===== src/rtl/alu_op_issue_if.sv =====
// +----------------------------------------------------------------------------+
// | alu_op_issue_if : operand, ALU, and result bundle for alu_op_issue         |
// | Rev 1.0                                                                    |
// +----------------------------------------------------------------------------+
`default_nettype none

interface alu_op_issue_if #(
  parameter int TAG_W = 4
);
  logic             in_valid;
  logic             in_ready;
  logic [31:0]      in_a;
  logic [31:0]      in_b;
  logic [1:0]       in_width;
  logic             in_saturate;
  logic [TAG_W-1:0] in_tag;
  logic [31:0]      alu_a;
  logic [31:0]      alu_b;
  logic [1:0]       alu_width;
  logic             alu_saturate;
  logic [31:0]      alu_c;
  logic             res_valid;
  logic             res_ready;
  logic [31:0]      res_data;
  logic [TAG_W-1:0] res_tag;
  logic             err_illegal;
  logic [15:0]      op_count;

  modport slave (
    input  in_valid, in_a, in_b, in_width, in_saturate, in_tag, alu_c, res_ready,
    output in_ready, alu_a, alu_b, alu_width, alu_saturate,
           res_valid, res_data, res_tag, err_illegal, op_count
  );

  modport master (
    output in_valid, in_a, in_b, in_width, in_saturate, in_tag, alu_c, res_ready,
    input  in_ready, alu_a, alu_b, alu_width, alu_saturate,
           res_valid, res_data, res_tag, err_illegal, op_count
  );
endinterface

`default_nettype wire


===== src/rtl/alu_op_issue.sv =====
// +----------------------------------------------------------------------------+
// | alu_op_issue : operand FIFO feeding the SIMD ALU, registered result slot   |
// | Rev 1.0                                                                    |
// +----------------------------------------------------------------------------+
`default_nettype none

module alu_op_issue #(
  parameter int DEPTH = 4,
  parameter int TAG_W = 4
) (
  input  logic         clk,
  input  logic         rst,
  alu_op_issue_if.slave bus
);
  localparam int PTR_W   = $clog2(DEPTH);
  localparam int ENTRY_W = TAG_W + 3 + 64;
  localparam logic [PTR_W:0] FULL_CNT = (PTR_W + 1)'(DEPTH);

  logic [ENTRY_W-1:0] mem_q [DEPTH];
  logic [PTR_W-1:0]   wr_ptr_q, wr_ptr_d;
  logic [PTR_W-1:0]   rd_ptr_q, rd_ptr_d;
  logic [PTR_W:0]     count_q, count_d;
  logic               res_valid_q, res_valid_d;
  logic [31:0]        res_data_q, res_data_d;
  logic [TAG_W-1:0]   res_tag_q, res_tag_d;
  logic               err_q, err_d;
  logic [15:0]        op_count_q, op_count_d;

  logic               full, empty, push, pop, slot_free, head_illegal;
  logic [ENTRY_W-1:0] head, wr_entry;

  assign full      = (count_q == FULL_CNT);
  assign empty     = (count_q == '0);
  assign push      = bus.in_valid && !full;
  assign slot_free = !res_valid_q || bus.res_ready;
  assign pop       = !empty && slot_free;
  assign head      = mem_q[rd_ptr_q];
  assign wr_entry  = {bus.in_tag, bus.in_saturate, bus.in_width, bus.in_a, bus.in_b};
  assign head_illegal = (head[65:64] == 2'd3);

  // ALU sees zeros while the FIFO is empty so stale entries never leak out.
  assign bus.alu_b        = empty ? 32'd0 : head[31:0];
  assign bus.alu_a        = empty ? 32'd0 : head[63:32];
  assign bus.alu_width    = empty ? 2'd0  : head[65:64];
  assign bus.alu_saturate = empty ? 1'b0  : head[66];

  assign bus.in_ready    = !full;
  assign bus.res_valid   = res_valid_q;
  assign bus.res_data    = res_data_q;
  assign bus.res_tag     = res_tag_q;
  assign bus.err_illegal = err_q;
  assign bus.op_count    = op_count_q;

  always_comb begin
    wr_ptr_d    = wr_ptr_q;
    rd_ptr_d    = rd_ptr_q;
    count_d     = count_q;
    res_valid_d = res_valid_q;
    res_data_d  = res_data_q;
    res_tag_d   = res_tag_q;
    err_d       = err_q;
    op_count_d  = op_count_q;

    if (push) wr_ptr_d = wr_ptr_q + PTR_W'(1);
    if (pop)  rd_ptr_d = rd_ptr_q + PTR_W'(1);
    if (push && !pop)      count_d = count_q + (PTR_W + 1)'(1);
    else if (!push && pop) count_d = count_q - (PTR_W + 1)'(1);

    // A drain clears the slot; a legal issue in the same edge overrides it.
    if (res_valid_q && bus.res_ready) res_valid_d = 1'b0;
    if (pop) begin
      if (head_illegal) begin
        err_d = 1'b1;
      end else begin
        res_valid_d = 1'b1;
        res_data_d  = bus.alu_c;
        res_tag_d   = head[ENTRY_W-1:67];
        op_count_d  = op_count_q + 16'd1;
      end
    end
  end

  always_ff @(posedge clk) begin
    if (rst) begin
      wr_ptr_q    <= '0;
      rd_ptr_q    <= '0;
      count_q     <= '0;
      res_valid_q <= 1'b0;
      res_data_q  <= '0;
      res_tag_q   <= '0;
      err_q       <= 1'b0;
      op_count_q  <= '0;
    end else begin
      wr_ptr_q    <= wr_ptr_d;
      rd_ptr_q    <= rd_ptr_d;
      count_q     <= count_d;
      res_valid_q <= res_valid_d;
      res_data_q  <= res_data_d;
      res_tag_q   <= res_tag_d;
      err_q       <= err_d;
      op_count_q  <= op_count_d;
    end
  end

  always_ff @(posedge clk) begin
    if (push) mem_q[wr_ptr_q] <= wr_entry;
  end
endmodule

`default_nettype wire


===== src/flat_wrapper.sv =====
// flat-port wrapper written by rule: the top's interface ports become plain ports
module alu_op_issue_flat 
#(
  parameter int DEPTH = 4,
  parameter int TAG_W = 4
)
  (clk, rst, bus_in_valid, bus_in_a, bus_in_b, bus_in_width, bus_in_saturate, bus_in_tag, bus_alu_c, bus_res_ready, bus_in_ready, bus_alu_a, bus_alu_b, bus_alu_width, bus_alu_saturate, bus_res_valid, bus_res_data, bus_res_tag, bus_err_illegal, bus_op_count);
  alu_op_issue_if #(.TAG_W(TAG_W)) bus_i ();
  input  logic clk;
  input  logic rst;
  input wire logic [$bits(bus_i.in_valid)-1:0] bus_in_valid;
  input wire logic [$bits(bus_i.in_a)-1:0] bus_in_a;
  input wire logic [$bits(bus_i.in_b)-1:0] bus_in_b;
  input wire logic [$bits(bus_i.in_width)-1:0] bus_in_width;
  input wire logic [$bits(bus_i.in_saturate)-1:0] bus_in_saturate;
  input wire logic [$bits(bus_i.in_tag)-1:0] bus_in_tag;
  input wire logic [$bits(bus_i.alu_c)-1:0] bus_alu_c;
  input wire logic [$bits(bus_i.res_ready)-1:0] bus_res_ready;
  output wire logic [$bits(bus_i.in_ready)-1:0] bus_in_ready;
  output wire logic [$bits(bus_i.alu_a)-1:0] bus_alu_a;
  output wire logic [$bits(bus_i.alu_b)-1:0] bus_alu_b;
  output wire logic [$bits(bus_i.alu_width)-1:0] bus_alu_width;
  output wire logic [$bits(bus_i.alu_saturate)-1:0] bus_alu_saturate;
  output wire logic [$bits(bus_i.res_valid)-1:0] bus_res_valid;
  output wire logic [$bits(bus_i.res_data)-1:0] bus_res_data;
  output wire logic [$bits(bus_i.res_tag)-1:0] bus_res_tag;
  output wire logic [$bits(bus_i.err_illegal)-1:0] bus_err_illegal;
  output wire logic [$bits(bus_i.op_count)-1:0] bus_op_count;
  assign bus_i.in_valid = bus_in_valid;
  assign bus_i.in_a = bus_in_a;
  assign bus_i.in_b = bus_in_b;
  assign bus_i.in_width = bus_in_width;
  assign bus_i.in_saturate = bus_in_saturate;
  assign bus_i.in_tag = bus_in_tag;
  assign bus_i.alu_c = bus_alu_c;
  assign bus_i.res_ready = bus_res_ready;
  assign bus_in_ready = bus_i.in_ready;
  assign bus_alu_a = bus_i.alu_a;
  assign bus_alu_b = bus_i.alu_b;
  assign bus_alu_width = bus_i.alu_width;
  assign bus_alu_saturate = bus_i.alu_saturate;
  assign bus_res_valid = bus_i.res_valid;
  assign bus_res_data = bus_i.res_data;
  assign bus_res_tag = bus_i.res_tag;
  assign bus_err_illegal = bus_i.err_illegal;
  assign bus_op_count = bus_i.op_count;
  alu_op_issue #(.DEPTH(DEPTH), .TAG_W(TAG_W)) u_core (.clk(clk), .rst(rst), .bus(bus_i));
endmodule

===== config.mk =====
export PLATFORM = sky130hd
export DESIGN_NAME = alu_op_issue_flat
export DESIGN_NICKNAME = d
export VERILOG_FILES = /design/src/rtl/alu_op_issue_if.sv /design/src/rtl/alu_op_issue.sv /design/src/flat_wrapper.sv
export SDC_FILE = /design/constraint.sdc
export NUM_CORES = 1
export LEC_CHECK = 0
export ABC_CLOCK_PERIOD_IN_PS = 3150
export CAP_MARGIN = 5
export CORE_AREA = 2 2 235 168
export DETAILED_ROUTE_END_ITERATION = 8
export DIE_AREA = 0 0 237 170
export SYNTH_ARGS = -nofsm -noshare
export SYNTH_HDL_FRONTEND = slang
export SYNTH_SLANG_ARGS = --single-unit

===== constraint.sdc =====
create_clock -name clk -period 3.15 [get_ports clk]
set_clock_uncertainty 0.2 [all_clocks]
set_input_delay 0.315 -clock clk [delete_from_list [all_inputs] [get_ports clk]]
set_output_delay 0.315 -clock clk [all_outputs]
set_load 0.02 [all_outputs]

# After elaboration in Yosys (flattened, before gate mapping)

Memory sizes are Yosys's and may differ from the RTL's. A register that Yosys moved wholly into a read port is not among the register bits.
Index checks and enable logic that the tools add are counted.

Bits in writable memories: 284
Memories kept: 1
Input bits: 107
Register bits: 61
Output and inout bits: 122
Word-level logic and storage cells: 45

Reductions and logical operators: 15
Bitwise operators: 1
Add/subtract/negate cells: 5
Equal/unequal tests: 2
Muxes and demuxes: 13

Memories:

| name         | depth | bits a word | read ports | clocked after Yosys merged registers in | write ports | line               | source |
|---|---|---|---|---|---|---|---|
| u_core.mem_q | 4     | 71          | 1          | 1                                       | 1           | alu_op_issue.sv:19 | `logic [ENTRY_W-1:0] mem_q [DEPTH];` |

Operators with widths:

| cell                                              | count |
|---|---|
| two-way mux 32 bit                                | 2 |
| adder 16 x 1 -> 16 bit (second input constant)    | 1 |
| two-way mux 1 bit                                 | 6 |
| two-way mux 2 bit                                 | 3 |
| two-way mux 3 bit                                 | 2 |
| logical AND 1 bit                                 | 5 |
| zero test 1 bit                                   | 5 |
| adder 2 x 1 -> 2 bit (second input constant)      | 2 |
| AND reduction 2 bit                               | 2 |
| adder 3 x 1 -> 3 bit (second input constant)      | 1 |
| equality test 3 bit (second input constant)       | 1 |
| zero test 3 bit                                   | 1 |
| subtractor 3 x 1 -> 3 bit (second input constant) | 1 |
| equality test 2 bit (second input constant)       | 1 |
| nonzero test 2 bit                                | 1 |
| logical OR 1 bit                                  | 1 |
| inverter 1 bit                                    | 1 |

# Depth between registers and ports, before layout

Gate-level depths: netlist (run 1).

Depth in word-level cells: 7
Gate-level depth with buffers: 9
Mapped depth without buffers: 9

# Worst setup path after synthesis (run 1)

OpenSTA, ideal clock, no wires.

Path kind: flip-flop to flip-flop
Start point: register u_core.count_q[0]
End point: memory u_core.mem_q[1][0] (netlist name), enable pin
Stages on the path, launching flop included: 4
Buffers on the path: 0
Slack: -0.051 ns
Period minus slack after synthesis: 3.201 ns
Setup time: 0.437 ns
Arrival time: 2.564 ns
Required time: 2.513 ns
Cells stage by stage: dfxtp_1 -> nor2_1 -> a21boi_1 -> and2_1

Longest elaborated chain between the ends: 5

RTL lines:

| what                                    | line                | source |
|---|---|---|
| start: declaration                      | alu_op_issue.sv:22  | `logic [PTR_W:0] count_q, count_d;` |
| start signal: assignment                | alu_op_issue.sv:96  | `count_q <= count_d;` |
| equality test 3 bit                     | alu_op_issue.sv:32  | `assign full = (count_q == FULL_CNT);` |
| zero test 1 bit                         | alu_op_issue.sv:34  | `assign push = bus.in_valid && !full;` |
| logical AND 1 bit                       | alu_op_issue.sv:34  |  |
| named net u_core.push                   | alu_op_issue.sv:29  | `logic full, empty, push, pop, slot_free, head_illegal;` |
| two-way mux 1 bit                       | alu_op_issue.sv:106 | `if (push) mem_q[wr_ptr_q] <= wr_entry;` |
| two-way mux 1 bit (not written as such) | alu_op_issue.sv:106 |  |
| end: declaration                        | alu_op_issue.sv:19  |  |

The timed path passes the listed nets, and every way through them passes these cells.

==> results of run 1 <==
==> worst max-delay path, cell delays in order, from the launching register on <==
cell and delay (ns):
dfxtp_4 0.41, buf_16 0.26, mux4_2 0.54, nor2b_1 0.16
clkdlybuf4s50_1 0.56
==> power groups by stage <==
stage                     logic [W]  clock network (W)  registers, W
after floorplan             0.00286                  0       0.00602
after global placement      0.00542                  0       0.00589
after detailed placement    0.00542                  0       0.00590
after CTS                   0.00545            0.00414       0.00581
after global routing        0.00574            0.00432       0.00585
final                       0.00532            0.00402       0.00580
==> cells in the mapped netlist (all sizes together), types with 2 or more instances <==
cell type  count  share of area (%)
edfxtp       284                 65
nand2         78                2.2
mux4          71                 12
nor2b         69                3.3
dfxtp         63                9.6
a21oi         51                1.9
clkbuf        28               0.80
nor2          15               0.43
buf           13               0.43
inv            8               0.23
nand3          7               0.27
ha             6               0.57
o31ai          6               0.34
or4            6               0.34
and2           5               0.24
o21ai          5               0.19
or3            5               0.24
xnor2          4               0.27
and4           3               0.20
mux2i          2               0.15
nand4          2              0.095
xor2           2               0.13
==> area by class of cell <==
| type | count | area [µm²] | area share (%) |
|---|---|---|---|
| Antenna cell | 1 | 2.502 | 0.01437 |
| Clock buffer | 50 | 1010 | 5.798 |
| Clock inverter | 15 | 112.6 | 0.6466 |
| Inverter | 8 | 30.03 | 0.1724 |
| Multi-Input combinational cell | 352 | 3206 | 18.41 |
| Sequential cell | 347 | 9797 | 56.25 |
| Tap cell | 496 | 620.6 | 3.563 |
| Timing Repair Buffer | 251 | 2638 | 15.14 |
==> cell families after synthesis <==
logic type      share of synthesized area (%)
compound gates                          3.043
flops                                   74.39
mux                                     12.39
buf+inv                                 1.455
simple gates                            7.597
fa+ha+maj                              0.7226
xor+xnor                               0.3994
==> worst max path at each step <==
stage                         to  slack (ns)  cells past startpoint
2_1_floorplan  u_core.count_q[2]        0.50                      9
3_3_place_gp   u_core.count_q[2]        0.43                     10
3_5_place_dp   u_core.count_q[2]        0.42                     10
4_1_cts            bus_alu_a[23]        0.02                      4
5_1_grt            bus_alu_a[22]       -0.03                      4
6_report            bus_alu_a[0]        0.10                      4
==> sequential cells by signal, summed over array words and instances (netlist names), 2 cells and up, named ones only <==
name	count
u_core.mem_q	284
u_core.bus.res_data	32
u_core.bus.op_count	16
u_core.bus.res_tag	4
u_core.count_q	3
u_core.rd_ptr_q	2
u_core.wr_ptr_q	2
==> timing repair <==
item,4_1_cts,5_1_grt
setup endpoints to repair,0,14
resized for setup,0,8
endpoints found under the hold margin,0,0
==> routing by layer <==
metal / routed length (µm) / track usage (%) / vias up
li1: - / - / 3397
met1: 12740 / 18.29 / 3631
met2: 13180 / 22.62 / 201
met3: 2145 / 4.882 / 42
met4: 472 / 3.302 / 0
met5: 0 / 0 / -
==> stage by stage <==
stage	setup TNS, ns	hold slack, ns	total power (W)
2_1_floorplan	0	0.2139	0.008882
3_3_place_gp	0	0.2424	0.01131
3_5_place_dp	0	0.2459	0.01133
4_1_cts	0	0.05808	0.01539
5_1_grt	-0.03275	0.08234	0.01591
6_report	0	0.07297	0.01514
==> results.sh, run 1 <==
export IMPL_start_kind="flip-flop"
export IMPL_slew_violations=0
export IMPL_arrival_ns=2.53
export IMPL_cts_tree="done"
export IMPL_mappedNetlistArea_mm2=0.01316
export IMPL_setup_violations=0
export IMPL_cts_sinks=347
export IMPL_finalWorstSetupSlack_ns=0.1016
export IMPL_clkPwrFrac_pct=26.6
export IMPL_path_clk_slew_ns=0.06
export IMPL_yosysUniqueCellTypes=38
export IMPL_hold_depth=2
export IMPL_power_switching_w=0.004708
export IMPL_first_iter_violations=457
export IMPL_syn_inst=748
export IMPL_synth_edf_count=284
export IMPL_crit_path_end_kind="primary output"
export IMPL_drt_antenna_violating_nets=0
export IMPL_r2r_slack_ns=0.45
export IMPL_layout_common_cells="edfxtp_1 (284), clkdlybuf4s50_1 (220), nand2_1 (78), mux4_2 (71), nor2b_1 (69)"
export IMPL_post_cts_buffers=0
export IMPL_rows=60
export IMPL_seqPwrFrac_pct=38.3
export IMPL_grt_overflow=0
export IMPL_holdPathEnd="u_core.bus.res_valid"
export IMPL_drive_gt1_share_pct=15.15
export IMPL_cp_data_required_time_ns=2.63
export IMPL_critPathKind="reg2out"
export IMPL_die_y_um=170
export IMPL_synth_seq_cells=347
export IMPL_p_per_area_mw_per_mm2=869.3
export IMPL_fin_crit_sh_pct=96.77
export IMPL_rsz0062_at_grt="yes"
export IMPL_syn_mean_instance_area_um2=17.59
export IMPL_finalWirelength_um=28530
export IMPL_holdCritStartpoint="rst"
export IMPL_die_width_um=237
export IMPL_synth_fp_nets=862
export IMPL_placed_area_mm2=0.01627
export IMPL_gp_congestion=0.7261
export IMPL_switching_share_pct=31.10
export IMPL_final_common_cell="edfxtp_1"
export IMPL_port_buffers=228
export IMPL_power_internal_w=0.01043
export IMPL_fill_cells=3257
export IMPL_antenna_found_initial=3
export IMPL_maxCapViolCount=0
export IMPL_dr_pass1_iters=7
export IMPL_cts_hold_buffers_added=0
export IMPL_pre_cts_slack_ns=0.4250
export IMPL_tightest_slew_ns=0.6976
export IMPL_r2r_end="u_core.bus.op_count[4]"
export IMPL_fin_util_pct=45.94
export IMPL_vias=7271
export IMPL_fin_crit_ns=3.048
export IMPL_die_area_mm2=0.04029
export IMPL_start_util_pct=34.71
export IMPL_hpwl_um=17840
export IMPL_drc_errors=0
export IMPL_hold_violations=0
export IMPL_insertion_delay_ns=0.52
export IMPL_viasPerCell=4.784
export IMPL_wire_per_inst_um=18.77
export IMPL_cts_buffers=36
export IMPL_core_area_mm2=0.03791
export IMPL_io_pin_count=229
export IMPL_ys_async_sr_fraction_pct=0
export IMPL_ys_seq_area_share_pct=74.39
export IMPL_status="complete, no violations"
export IMPL_final_nets=1110
export IMPL_yosysWarnings=0
export IMPL_stdcell_count=1520
export IMPL_rr_worst_depth=5
export IMPL_place_inst=1454
export IMPL_ys_flop_type="edfxtp_1"
export IMPL_path_max_fanout=37
export IMPL_grt_pass1_wl_um=43250
export IMPL_grt_max_degree=56
export IMPL_fin_area_mm2=0.01742
export IMPL_cts_path_max_buffers=3
export IMPL_max_slew_margin_rel_pct=53.49
export IMPL_track_usage_pct=14.03
export IMPL_comb_power_share_pct=35.1
export IMPL_p_leak_nw=5.693
export IMPL_htree_levels=2
export IMPL_hold_class="in2reg"
export IMPL_cts_root_buf="clkbuf_16"
export IMPL_syn2layout_area_growth_pct=32.35
export IMPL_grt_pass1_vias=7443
export IMPL_ir_drop_uv=577.1
export IMPL_fmax_mhz=328.0
Power figures use the tool's default switching activity.
==> run 2: changes to the inputs <==
--- a/config.mk
+++ b/config.mk
@@ -8,8 +8,10 @@
 export ABC_CLOCK_PERIOD_IN_PS = 3150
 export CAP_MARGIN = 5
 export CORE_AREA = 2 2 235 168
+export CTS_CLUSTER_SIZE = 14
 export DETAILED_ROUTE_END_ITERATION = 8
 export DIE_AREA = 0 0 237 170
+export GPL_ROUTABILITY_DRIVEN = 1
 export SYNTH_ARGS = -nofsm -noshare
 export SYNTH_HDL_FRONTEND = slang
 export SYNTH_SLANG_ARGS = --single-unit
==> results of run 2 <==
Same layout as run 1: the final DEF is identical, and so are final timing and power.
==> run 3: changes to the inputs <==
--- a/config.mk
+++ b/config.mk
@@ -5,7 +5,7 @@
 export SDC_FILE = /design/constraint.sdc
 export NUM_CORES = 1
 export LEC_CHECK = 0
-export ABC_CLOCK_PERIOD_IN_PS = 3150
+export ABC_CLOCK_PERIOD_IN_PS = 3500
 export CAP_MARGIN = 5
 export CORE_AREA = 2 2 235 168
 export CTS_CLUSTER_SIZE = 14
==> constraint.sdc (replaced) <==
create_clock -name clk -period 3.5 [get_ports clk]
set_clock_uncertainty 0.2 [all_clocks]
set_input_delay 0.35 -clock clk [delete_from_list [all_inputs] [get_ports clk]]
set_output_delay 0.35 -clock clk [all_outputs]
set_load 0.02 [all_outputs]
==> results.sh, run 3 (synthesis gave the netlist of run 1 again) <==
export IMPL_status="complete, no violations"
export IMPL_dr_pass1_iters=4
export IMPL_final_nets=1109
export IMPL_largest_reg_flops=284
export IMPL_fin_util_pct=45.71
export IMPL_start_util_pct=34.71
export IMPL_core_area_mm2=0.03791
export IMPL_wire_per_inst_um=19.88
export IMPL_port_buffers=228
export IMPL_grt_pass1_wl_um=46110
export IMPL_cp_data_required_time_ns=2.95
export IMPL_antenna_found_initial=1
export IMPL_top_register="u_core.mem_q"
export IMPL_ir_drop_uv=532.6
export IMPL_gp_congestion=0.7537
export IMPL_viasPerCell=4.859
export IMPL_grt_max_degree=72
export IMPL_hold_slack_ns=0.1792
export IMPL_power_switching_w=0.004318
export IMPL_rsz0062_at_grt="no"
export IMPL_place_inst=1452
export IMPL_cts_sinks=347
export IMPL_slew_violations=0
export IMPL_syn2layout_area_growth_pct=31.70
export IMPL_ctsResizeCount=0
export IMPL_tightest_slew_ns=1.065
export IMPL_cts_tree="done"
export IMPL_fin_crit_ns=3.287
export IMPL_clkPwrFrac_pct=27.7
export IMPL_track_usage_pct=15.00
export IMPL_cts_buffers=37
export IMPL_path_max_fanout=28
export IMPL_p_leak_nw=5.578
export IMPL_fin_crit_sh_pct=93.90
export IMPL_path_clk_slew_ns=0.06
export IMPL_first_iter_violations=412
export IMPL_hold_violations=0
export IMPL_rows=60
export IMPL_seqPwrFrac_pct=37.8
export IMPL_die_width_um=237
export IMPL_tns_ns=0
export IMPL_crit_path_end_kind="primary output"
export IMPL_cts_path_max_buffers=3
export IMPL_insertion_delay_ns=0.52
export IMPL_p_per_area_mw_per_mm2=793.6
export IMPL_die_area_mm2=0.04029
export IMPL_grt_overflow=0
export IMPL_power_internal_w=0.009435
export IMPL_die_y_um=170
export IMPL_grt_pass1_vias=7687
export IMPL_arrival_ns=2.74
export IMPL_drt_antenna_violating_nets=0
export IMPL_drc_errors=0
export IMPL_final_common_cell="edfxtp_1"
export IMPL_finalWirelength_um=30200
export IMPL_hpwl_um=18270
export IMPL_layout_common_cells="edfxtp_1 (284), clkdlybuf4s50_1 (227), nand2_1 (78), mux4_2 (71), nor2b_1 (69)"
export IMPL_switching_share_pct=31.40
export IMPL_vias=7381
export IMPL_htree_levels=2
export IMPL_max_slew_margin_rel_pct=28.98
export IMPL_cts_hold_buffers_added=0
export IMPL_cts_root_buf="clkbuf_16"
export IMPL_post_cts_buffers=0
export IMPL_fmax_mhz=304.3
export IMPL_comb_power_share_pct=34.5
export IMPL_start_kind="flip-flop"
export IMPL_critPathKind="reg2out"
export IMPL_setup_violations=0
export IMPL_drive_gt1_share_pct=15.17
export IMPL_io_pin_count=229
export IMPL_maxCapViolCount=0
export IMPL_stdcell_count=1519
export IMPL_hold_class="in2reg"
## run 3: changes by cell type in the layout (fill, tap and decap cells not counted), moves of 2 or more
cell             delta
buf_4               +6
clkbuf_8            +2
buf_12              -7
clkdlybuf4s50_1     +7
clkbuf_16           +2
dlymetal6s2s_1      -7
## run 3: cell type report
| type | count | area (µm²) |
|---|---|---|
| well taps | 496 | 620.6 |
| repair buffers | 249 | 2497 |
| clock buffers | 53 | 1080 |
| flip-flops and latches | 347 | 9797 |
| fillers | 3274 | 20580 |
| clock inverters | 13 | 97.59 |
| diodes | 1 | 2.502 |
| multi-input cells | 352 | 3206 |
| inverters | 8 | 30.03 |
## run 3: critical path, stage by stage (launching register included)
cell and delay, ns:
dfxtp_4 0.38, buf_4 0.50, mux4_2 0.57, nor2b_1 0.15, clkdlybuf4s50_1 0.60
## run 3: final timing paths
check,from,end,slack [ns],depth (start not counted)
setup reg to reg,flip-flop,u_core.bus.op_count[2],0.87,5
setup / recovery,flip-flop,bus_alu_a[22],0.21,4
hold / removal,bus_alu_c[18],u_core.bus.res_data[18],0.18,3
hold reg to reg,u_core.bus.res_data[8],u_core.bus.res_data[8],0.26,2
## run 3: per-layer routing
layer  track usage (%)  share of wire (%)
met1             20.25                 46
met2             23.79                 45
met3             4.542                7.5
met4             3.797                1.6
met5                 0                  0
## run 3: stage by stage
stage	setup slack (ns)	instance area, µm²	total power (W)
detailed placement	0.6883	16150	0.01012
finish	0.2134	17330	0.01375
CTS	0.1170	17330	0.01398
floorplan	0.2990	13160	0.008006
global route	0.02458	17330	0.01445
global placement	0.6980	16150	0.01012
## run 3: power by group through the flow
| stage | logic, W | registers, W | clock network (W) |
|---|---|---|---|
| finish | 0.00475 | 0.00520 | 0.00381 |
| global route | 0.00511 | 0.00525 | 0.00409 |
| CTS | 0.00485 | 0.00521 | 0.00392 |
| detailed placement | 0.00483 | 0.00529 | 0 |
| global placement | 0.00484 | 0.00528 | 0 |
| floorplan | 0.00257 | 0.00543 | 0 |
